File: config.mk
export PLATFORM = sky130hd
export DESIGN_NAME = reg_spill_ctrl
export DESIGN_NICKNAME = d
export VERILOG_FILES = /design/src/rtl/reg_spill_ctrl.sv
export SDC_FILE = /design/constraint.sdc
export NUM_CORES = 1
export LEC_CHECK = 0
export BUFFER_PORTS_ARGS = -buffer_cell sky130_fd_sc_hd__buf_2
export CORE_MARGIN = 8
export CORE_UTILIZATION = 45
export DETAILED_ROUTE_END_ITERATION = 10
export MAX_ROUTING_LAYER = met4
export PLACE_DENSITY = 0.77
export SLEW_MARGIN = 15
export SYNTH_ARGS = -nofsm -noshare
export SYNTH_HDL_FRONTEND = slang
export SYNTH_SLANG_ARGS = --single-unit
File: constraint.sdc
create_clock -name CLK -period 1.8 [get_ports CLK]
set_input_delay 0.09 -clock CLK [delete_from_list [all_inputs] [get_ports CLK]]
set_output_delay 0.09 -clock CLK [all_outputs]
set_load 0.02 [all_outputs]
File: src/rtl/reg_spill_ctrl.sv
// -----------------------------------------------------------------------------
// reg_spill_ctrl
//
// Moves a masked subset of a 16-entry, 8-bit register file to or from a
// packed save area in data memory. A spill copies registers to memory, one
// per cycle. A fill reads memory and writes registers, two cycles per
// register, because memory read data arrives one cycle after the request.
// The k-th register moved, counting from 0, always uses slot BaseAddr+k
// (mod 256). This keeps the save area dense whichever register bits are set.
//
// Optional feature macro: SPILL_ABORT_EN
//   When defined, an Abort input follows Start. Abort stops the operation
//   after the register in flight, and Done still pulses.
//
// Ports
//   CLK       clock, all state on the rising edge
//   init_n    synchronous active-low reset
//   Start     one-cycle request, honoured only while idle
//   Abort     (SPILL_ABORT_EN only) stop after the current register
//   Mode      0 = spill (registers -> memory), 1 = fill (memory -> registers)
//   BaseAddr  first memory address of the save area
//   RegMask   bit i set = register i takes part
//   RegSrc    register-file read select; RegRData returns combinationally
//   RegDest / RegWData / RegWrite   register-file write port
//   MemAddr / MemWrite / MemWData / MemRead   data-memory request
//   MemRData  memory read data, valid the cycle after MemRead
//   Busy      high in every state except IDLE
//   Done      one-cycle completion pulse
//   Count     registers moved by the current or last operation
// -----------------------------------------------------------------------------
module reg_spill_ctrl (
    input  logic        CLK,
    input  logic        init_n,
    input  logic        Start,
`ifdef SPILL_ABORT_EN
    input  logic        Abort,
`endif
    input  logic        Mode,
    input  logic [7:0]  BaseAddr,
    input  logic [15:0] RegMask,
    output logic [3:0]  RegSrc,
    input  logic [7:0]  RegRData,
    output logic [3:0]  RegDest,
    output logic [7:0]  RegWData,
    output logic        RegWrite,
    output logic [7:0]  MemAddr,
    output logic        MemWrite,
    output logic [7:0]  MemWData,
    output logic        MemRead,
    input  logic [7:0]  MemRData,
    output logic        Busy,
    output logic        Done,
    output logic [4:0]  Count
);

    typedef enum logic [2:0] {
        IDLE      = 3'd0,
        SPILL     = 3'd1,
        FILL_REQ  = 3'd2,
        FILL_WAIT = 3'd3,
        FIN       = 3'd4
    } state_t;

    state_t      state_q, state_d;
    logic        mode_q, mode_d;
    logic [7:0]  base_q, base_d;
    logic [15:0] mask_q, mask_d;
    logic [4:0]  count_q, count_d;
    logic        busy_q, busy_d;
    logic        done_q, done_d;

    logic [3:0]  cur_idx;
    logic [15:0] mask_next;
    logic [7:0]  slot_addr;
    logic        abort_hit;

    // Abort must survive a FILL_REQ -> FILL_WAIT step. The request is
    // therefore remembered until the pending register write has been made.
`ifdef SPILL_ABORT_EN
    logic abort_q, abort_d;
    assign abort_hit = Abort | abort_q;
`else
    assign abort_hit = 1'b0;
`endif

    // Lowest-index set bit. Scanning from the top down lets the lowest
    // set bit overwrite the result last.
    function automatic logic [3:0] lowest_set(input logic [15:0] m);
        lowest_set = 4'd0;
        for (int i = 15; i >= 0; i--) begin
            if (m[i]) lowest_set = i[3:0];
        end
    endfunction

    // m & (m-1) clears exactly the lowest set bit. No cycle is spent on
    // register bits that are clear.
    assign cur_idx   = lowest_set(mask_q);
    assign mask_next = mask_q & (mask_q - 16'd1);
    assign slot_addr = base_q + {3'b000, count_q};

    // Next-state logic and strobe decode. Every strobe is also gated by the
    // latched direction, so no state can drive the wrong port.
    always_comb begin
        state_d  = state_q;
        mode_d   = mode_q;
        base_d   = base_q;
        mask_d   = mask_q;
        count_d  = count_q;
`ifdef SPILL_ABORT_EN
        abort_d  = abort_q;
`endif
        RegSrc   = 4'd0;
        RegDest  = 4'd0;
        RegWData = 8'd0;
        RegWrite = 1'b0;
        MemAddr  = 8'd0;
        MemWrite = 1'b0;
        MemWData = 8'd0;
        MemRead  = 1'b0;

        case (state_q)
            IDLE: begin
                if (Start) begin
                    mode_d  = Mode;
                    base_d  = BaseAddr;
                    mask_d  = RegMask;
                    count_d = 5'd0;
`ifdef SPILL_ABORT_EN
                    abort_d = 1'b0;
`endif
                    if (RegMask == 16'd0) state_d = FIN;
                    else if (Mode)        state_d = FILL_REQ;
                    else                  state_d = SPILL;
                end
            end
            SPILL: begin
                RegSrc   = cur_idx;
                MemAddr  = slot_addr;
                MemWData = RegRData;
                MemWrite = !mode_q;
                mask_d   = mask_next;
                count_d  = count_q + 5'd1;
                if ((mask_next == 16'd0) || abort_hit) state_d = FIN;
            end
            FILL_REQ: begin
                MemAddr = slot_addr;
                MemRead = mode_q;
                state_d = FILL_WAIT;
`ifdef SPILL_ABORT_EN
                abort_d = abort_hit;
`endif
            end
            FILL_WAIT: begin
                RegDest  = cur_idx;
                RegWData = MemRData;
                RegWrite = mode_q;
                mask_d   = mask_next;
                count_d  = count_q + 5'd1;
                if ((mask_next == 16'd0) || abort_hit) state_d = FIN;
                else                                   state_d = FILL_REQ;
            end
            FIN: begin
                state_d = IDLE;
`ifdef SPILL_ABORT_EN
                abort_d = 1'b0;
`endif
            end
            default: state_d = IDLE;
        endcase

        busy_d = (state_d != IDLE);
        done_d = (state_d == FIN);
    end

    // The state register. A reset abandons any transfer immediately.
    always_ff @(posedge CLK) begin
        if (!init_n) begin
            state_q <= IDLE;
            mode_q  <= 1'b0;
            base_q  <= 8'd0;
            mask_q  <= 16'd0;
            count_q <= 5'd0;
            busy_q  <= 1'b0;
            done_q  <= 1'b0;
`ifdef SPILL_ABORT_EN
            abort_q <= 1'b0;
`endif
        end else begin
            state_q <= state_d;
            mode_q  <= mode_d;
            base_q  <= base_d;
            mask_q  <= mask_d;
            count_q <= count_d;
            busy_q  <= busy_d;
            done_q  <= done_d;
`ifdef SPILL_ABORT_EN
            abort_q <= abort_d;
`endif
        end
    end

    assign Busy  = busy_q;
    assign Done  = done_q;
    assign Count = count_q;

endmodule

# [Yosys cells after proc, flatten, opt, wreduce, memory -nomap -nowiden]
# Index checks and enable logic that the tools add are counted.
[totals] reg_bits=35 output_inout_bits=42 in_bits=44
[classes] n_mux=34 reduce_logical=10 add_sub_neg=3 n_eq_ne=5 bitwise=1
[op_table] operator="4-bit two-way mux" count=18
[op_table] operator="16-bit zero test" count=2
[op_table] operator="16-bit case mux with 2 select lines" count=1
[op_table] operator="8-bit two-way mux" count=3
[op_table] operator="16-bit AND" count=1
[op_table] operator="16-bit two-way mux" count=1
[op_table] operator="16-bit by 1-bit subtractor with 16-bit output, second input constant" count=1
[op_table] operator="3-bit two-way mux" count=4
[op_table] operator="3-bit case mux with 4 select lines" count=1
[op_table] operator="5-bit case mux with 2 select lines" count=1
[op_table] operator="8-bit by 5-bit adder with 8-bit output" count=1
[op_table] operator="3-bit by 2-bit == test with 1-bit output, second input constant" count=2
[op_table] operator="5-bit by 1-bit adder with 5-bit output, second input constant" count=1
[op_table] operator="5-bit two-way mux" count=1
[op_table] operator="2-bit AND reduction" count=2
[op_table] operator="2-bit OR reduction" count=2
[op_table] operator="3-bit by 1-bit == test with 1-bit output, second input constant" count=1
[op_table] operator="3-bit == test, second input constant" count=1
[op_table] operator="3-bit zero test" count=1
[op_table] operator="1-bit two-way mux" count=3
[op_table] operator="3-bit nonzero test" count=1
[op_table] operator="2-bit two-way mux" count=1
[op_table] operator="2-bit inequality test, second input constant" count=1
[op_table] operator="2-bit nonzero test" count=1
[op_table] operator="1-bit zero test" count=1

# [Longest topological paths before layout]
# Gate-level depths: netlist of run 1.
[logic_depth] ltp_word=17 mapped_depth=9 depth_no_buf=9

# [Least setup slack after synthesis of run 1]
# OpenSTA, ideal clock, no wires.
[synth_timing] kind="register to output" from="reg count_q[0], in the netlist Count[0]" to="out MemAddr[6]" path_stages_with_launch=10 setup_slack_ns=-0.392 t_arrival_ns=2.102 path_cell_list="dfxtp_1 -> ha_1 -> inv_1 -> fa_1 -> nor2b_1 -> o21ai_0 -> a21boi_0 -> o21ai_0 -> xor2_1 -> nor2_1"
[synth_via] elab_chain_cells=2
[synth_lines] item="from (decl)" line="68" source="logic [4:0] count_q, count_d;"
[synth_lines] item="from (signal assigned)" line="193" source="count_q <= count_d;"
[synth_lines] item="8-bit by 5-bit adder with 8-bit output" line="99" source="assign slot_addr = base_q + {3'b000, count_q};"
[synth_lines] item="8-bit two-way mux" line="121" source="case (state_q)"
[synth_lines] item="to (decl)" line="46" source="output logic [7:0] MemAddr,"
# No other way between the ends.

# [Worst setup path after layout of run 1]
[layout_timing] from="reg base_q[0]" to="out MemAddr[6]"
[layout_via] elab_chain_cells=2
[layout_lines] item="from (decl)" line="66" source="logic [7:0] base_q, base_d;"
[layout_lines] item="from (signal assigned)" line="191" source="base_q <= base_d;"
[layout_lines] item="8-bit by 5-bit adder with 8-bit output" line="99"
[layout_lines] item="8-bit two-way mux" line="121"
# No other way between the ends.

==> results of run 1 <==
==> logic make-up after synthesis <==
kind of cell | after synthesis
buffers and inverters | 26
AO/OA/AOI/OAI | 87
adder cells (fa/ha/maj) | 8
XOR/XNOR | 6
AND/OR/NAND/NOR | 142
flip-flops | 35
==> worst min-delay path: stages <==
cell,delay [ps]
buf_2,100
nand2_1,40
a21boi_0,60
==> where the power goes <==
| part | total [uW] | leakage (uW) | switching, uW | internal [uW] |
|---|---|---|---|---|
| Clock | 580 | 0.0000412 | 309 | 271 |
| Combinational | 1640 | 0.00124 | 903 | 740 |
| Sequential | 1020 | 0.000296 | 134 | 882 |
==> repair_timing <==
action	4_1_cts	5_1_grt
pin swaps	20	18
hold endpoints to repair	0	0
buffers inserted	8	6
endpoints found under the setup margin	17	30
resized for setup	40	33
==> registers in the layout (all words and copies together) (netlist names) <==
register	cells
mask_q	16
base_q	8
Count	5
state_q	3
Busy	1
Done	1
mode_q	1
==> metrics by stage <==
stage               TNS (ps)  worst slack, ps  total power, uW  cell area [sq um]  hold WS, ps
finish                 -1090             -310             3240               3410         28.3
global route           -1940             -430             3430               3410         30.1
CTS                    -1030             -333             3120               3270         27.9
detailed placement      -330             -149             2450               3030          358
global placement        -106            -87.2             2420               3030          349
floorplan              -67.2            -29.1             1900               2340          210
==> cell usage after synthesis (all sizes together) <==
library cell  number
nand2             41
dfxtp             35
nor2              32
a21oi             21
o21ai             21
a21boi            17
nor2b             17
clkbuf            13
and3              10
a22oi              9
and2               9
inv                9
nor4               8
nor3               7
ha                 6
xor2               5
a21o               4
buf                4
nand2b             3
nand3              3
nand4              3
or2                3
a211oi             2
o21bai             2
o311ai             2
or3                2
or4                2
a2bb2oi            1
a31o               1
a32oi              1
fa                 1
maj3               1
nand3b             1
nor4b              1
o211ai             1
o21a               1
o22ai              1
o311a              1
o31ai              1
o32ai              1
xnor2              1
==> area by class of cell <==
cell class                      instances  share of cell area, %
Timing Repair Buffer                  132                   23.9
Clock inverter                          2                  0.367
Tap cell                               70                   2.57
Clock buffer                            6                   2.13
Multi-Input combinational cell        243                   48.4
Sequential cell                        35                   21.7
Inverter                                9                  0.990
==> layer usage <==
layer	wire length, um	part of all wire, %	global-route usage [%]
met1	3290	42	22.6
met2	3880	50	34.2
met3	477	6.1	4.41
met4	155	2.0	7.34
met5	0	0	-
==> worst paths after layout <==
check	start	to	slack, ps	cells past startpoint
worst max-delay path	base_q[0]	MemAddr[6]	-310	10
worst min register to register	base_q[3]	base_q[3]	480	2
worst max register to register	mask_q[2]	state_q[2]	-20	6
worst min-delay path	BaseAddr[1]	base_q[1]	30	3
==> results.sh, run 1 <==
export IMPL_status="complete, but fails checks"
export IMPL_violations="negative setup slack"
export IMPL_synth_top_family_by_area="simple AND/OR/NAND/NOR gates"
export IMPL_cts_root_buf="clkbuf_8"
export IMPL_synth_cells=304
export IMPL_ioPinCount=86
export IMPL_globalplace_congestion=0.852
export IMPL_fmax_mhz=474
export IMPL_synth_fp_nets=355
export IMPL_portBuffers=85
export IMPL_tightestPinTransition_ps=523
export IMPL_vias_per_cell=5.42
export IMPL_diodes=0
export IMPL_finish_utilization_pct=67.7
export IMPL_setup_violations=7
export IMPL_leakage_uw=0.00158
export IMPL_vias=2693
export IMPL_grt_setup_unrepaired="yes"
export IMPL_cp_end_kind="output pin"
export IMPL_hold_class="in2reg"
export IMPL_seq_area_sq_um=742
export IMPL_cp_top_family="adder cells"
export IMPL_dieArea_sq_um=7680
export IMPL_fin_crit_sh_pct=117
export IMPL_synth_compound_area_share_pct=24.7
export IMPL_syn2layout_area_growth_pct=47.9
export IMPL_htreeDepth=2
export IMPL_hold_violations=0
export IMPL_grt_pass1_wl_um=12000
export IMPL_final_cells=497
export IMPL_grt_max_degree=30
export IMPL_num_rows=26
export IMPL_final_cell_mix="75 x buf_2, 54 x buf_4, 40 x nand2_1"
export IMPL_cts_tree="done"
export IMPL_slowest_stage="dfxtp_2"
export IMPL_drive_gt1_share_pct=47.1
export IMPL_die_x_um=87.6
export IMPL_ys_ff_latch=35
export IMPL_drc_errors=0
export IMPL_avgRoutedWirePerCell_um=15.7
export IMPL_start_util_pct=45.8
export IMPL_critPathKind="reg2out"
export IMPL_finalWorstSetupSlack_ps=-310
export IMPL_min_period_ps=2110
export IMPL_syn_avg_cell_area_sq_um=7.59
export IMPL_slew_viol_final=0
export IMPL_synth_top_area_cell="dfxtp_1"
export IMPL_netlist_area_sq_um=2310
export IMPL_core_sq_um=5040
export IMPL_cp_start_kind="flop"
export IMPL_die_h_um=87.6
export IMPL_layout_nets=477
export IMPL_path_buf_inv=2
export IMPL_synth_simple_gate_area_share_pct=33.1
export IMPL_ys_top_cells_by_area="dfxtp_1 30%, nand2_1 6.7%, a21boi_0 5.5%"
export IMPL_grt_overflow=0
export IMPL_ant_nets=0
export IMPL_cp_arrival_ps=2020
export IMPL_required_ps=1710
export IMPL_ys_warn_count=0
export IMPL_muxShareOfSynthArea_pct=0
export IMPL_synth_cell_type_count=50
export IMPL_synthAdderAreaFrac_pct=4.55
export IMPL_final_common_cell="buf_2"
export IMPL_finClkSkew_ps=5.51
export IMPL_maxSlewHeadroom_pct=64.8
export IMPL_drt_iter0_drc=227
export IMPL_path_cells="ha_4 > inv_2 > fa_2 > nor2b_4 > o21ai_2 > a21boi_2 > o21ai_2 > xor2_1 > nor2_2 > buf_6"
export IMPL_cts_buffers=5
export IMPL_cp_max_fo=2
export IMPL_cts_hold_buf=0
export IMPL_cts_sinks=35
export IMPL_grt_pass1_vias=2555
export IMPL_cpPeakStageDelay_ps=360
export IMPL_ys_seq_area_share_pct=30.4
export IMPL_dr_pass1_iters=4
export IMPL_power_density_nw_per_um2=949
export IMPL_max_cap_violations=0
export IMPL_clockBufferDepth=2
export IMPL_ir_drop_mv=0.649
export IMPL_dp_cells=476
export IMPL_routed_wl_um=7810
export IMPL_multi_input_area_sq_um=1650
export IMPL_antenna_found_initial=0
export IMPL_hpwlAfterDp_um=5540
export IMPL_clk_pin_slew_ps=70
export IMPL_num_fill_cells=432
export IMPL_groute_usage_overall_pct=20.1
export IMPL_netlist_area_leader_share_pct=30.4
export IMPL_crit_top_cell="o21ai_2"
export IMPL_synthXorXnorAreaFrac_pct=2.28
export IMPL_insertion_delay_ps=300
(Power assumes the default switching activity.)
==> run 2, diff against run 1 <==
Settings changed: SETUP_SLACK_MARGIN set to 0.02.
==> run 2 against run 1 <==
The flow still finishes with violations (negative setup slack). Sequential power about the same. Routed wire length rose by 0.51%. Final cell count rose by 0.20%. Sequential cell count unchanged. Worst setup slack worse by 1.5 ps. Critical path type unchanged. Critical endpoint unchanged. Largest power group unchanged.
==> results.sh, run 2 (same netlist as run 1, synthesis figures left out) <==
export IMPL_seq_power_share_pct=30.9
export IMPL_final_cell_mix="73 x buf_2, 57 x buf_4, 39 x nand2_1"
export IMPL_cts_sinks=35
export IMPL_leakage_uw=0.00158
export IMPL_setup_violations=9
export IMPL_diodes=0
export IMPL_cts_tree="done"
export IMPL_start_util_pct=45.8
export IMPL_cp_max_fo=2
export IMPL_critPathKind="reg2out"
export IMPL_cp_end_kind="output pin"
export IMPL_grt_overflow=0
export IMPL_post_dp_cell_area_sq_um=3030
export IMPL_power_switching_uw=1370
export IMPL_fmax_mhz=473
export IMPL_vias_per_cell=5.40
export IMPL_multi_input_area_sq_um=1660
export IMPL_slew_viol_final=0
export IMPL_finalWorstSetupSlack_ps=-312
export IMPL_antenna_found_initial=0
export IMPL_die_h_um=87.6
export IMPL_ioPinCount=86
export IMPL_tightestPinTransition_ps=550
export IMPL_insertion_delay_ps=300
export IMPL_grt_pass1_vias=2554
export IMPL_hold_violations=0
export IMPL_drc_errors=0
export IMPL_dieArea_sq_um=7680
export IMPL_min_from="BaseAddr[1]"
export IMPL_setup_worst_path_start="base_q[0]"
export IMPL_min_period_ps=2110
export IMPL_clockPowerShare_pct=17.7
export IMPL_p_int_uw=1920
export IMPL_violations="negative setup slack"
export IMPL_cts_root_buf="clkbuf_8"
export IMPL_routed_wl_um=7850
export IMPL_reg2reg_depth=6
export IMPL_ir_drop_mv=0.600
export IMPL_num_fill_cells=424
export IMPL_cp_arrival_ps=2020
export IMPL_regMostFlops="mask_q"
export IMPL_vias=2688
export IMPL_largest_reg_flops=16
export IMPL_drt_iter0_drc=219
export IMPL_whs_ps=26.8
export IMPL_maxSlewHeadroom_pct=63.0
export IMPL_num_rows=26
export IMPL_finClkSkew_ps=6.81
export IMPL_hpwlAfterDp_um=5540
export IMPL_ant_nets=0
export IMPL_die_x_um=87.6
export IMPL_cpPeakStageDelay_ps=360
export IMPL_power_density_nw_per_um2=957
export IMPL_clockBufferDepth=2
export IMPL_drive_gt1_share_pct=47.7
export IMPL_core_sq_um=5040
export IMPL_syn2layout_area_growth_pct=48.6
export IMPL_globalplace_congestion=0.852
export IMPL_layout_nets=478
export IMPL_avgRoutedWirePerCell_um=15.8
export IMPL_grt_setup_unrepaired="yes"
export IMPL_combPwrFrac_pct=51.4
export IMPL_stdcell_area_sq_um=3430
export IMPL_r2r_start="mask_q[0]"
export IMPL_final_common_cell="buf_2"
export IMPL_fin_crit_sh_pct=117
export IMPL_clk_pin_slew_ps=80
export IMPL_finish_utilization_pct=68.0
export IMPL_crit_top_cell="o21ai_2"
export IMPL_hold_class="in2reg"
export IMPL_htreeDepth=2
export IMPL_cts_buffers=5
export IMPL_path_cells="ha_4 > inv_2 > fa_2 > nor2b_4 > o21ai_2 > a21boi_2 > o21ai_2 > xor2_1 > nor2_2 > buf_6"
export IMPL_grt_pass1_wl_um=12100
export IMPL_hold_depth=3
export IMPL_groute_usage_overall_pct=20.3
export IMPL_slowest_stage="dfxtp_2"
export IMPL_p_sw_share_pct=41.7
export IMPL_cts_hold_buf=0
export IMPL_dr_pass1_iters=4
export IMPL_grt_max_degree=30
export IMPL_max_cap_violations=0
export IMPL_cp_start_kind="flop"
export IMPL_seq_area_sq_um=742
export IMPL_portBuffers=85
export IMPL_status="complete, but fails checks"
export IMPL_required_ps=1710
[run 2: cell types whose count changed in the layout (fill, tap and decap cells not counted), sizes merged]
cell and change:
buf +1
[run 2: critical path: cells and delay by family (launching register included)]
family	cells	cell delay (ps)
AO/OA/AOI/OAI	3	320
buffers and inverters	2	150
flip-flops	1	360
adder cells (fa/ha/maj)	2	500
AND/OR/NAND/NOR	2	240
XOR/XNOR	1	150
[run 2: metal layers]
metal	GRT usage [%]	wire (um)	vias up
met5	-	0	-
met4	6.56	161	0
met3	4.50	480	17
met2	35.0	3970	87
met1	22.6	3230	1267
li1	-	-	1317
[run 2: power by group through the flow]
| stage | Clock, uW | Combinational (uW) | Sequential [uW] |
|---|---|---|---|
| floorplan | 0 | 912 | 991 |
| global placement | 0 | 1410 | 1000 |
| detailed placement | 0 | 1440 | 1010 |
| CTS | 584 | 1570 | 1000 |
| global route | 621 | 1830 | 1030 |
| finish | 582 | 1690 | 1010 |
[run 2: layout make-up]
cell class | instances | share of cell area [%]
clock buffer | 6 | 2.12
timing repair buffer | 133 | 24.1
multi-input combinational | 243 | 48.2
sequential | 35 | 21.6
clock inverter | 2 | 0.365
inverter | 9 | 0.985
tap | 70 | 2.55
[run 2: timing repair]
| action | 4_1_cts | 5_1_grt |
|---|---|---|
| resized for setup | 42 | 35 |
| setup buffers | 10 | 5 |
| pin swaps | 21 | 21 |
| setup endpoints to repair | 19 | 34 |
[run 2: final timing paths]
check	slack [ps]	to
worst max-delay path	-310	MemAddr[6]
worst min-delay path	30	base_q[1]
worst max register to register	-50	state_q[2]
worst min register to register	480	base_q[3]
[run 2: per-stage QoR]
step,power (uW),std cells,worst slack (ps),setup TNS (ps)
final,3280,498,-312,-1140
after global routing,3470,498,-430,-2170
after CTS,3160,493,-333,-1030
after detailed placement,2450,476,-149,-330
after global placement,2420,476,-87.2,-106
after floorplan,1900,304,-29.1,-67.2
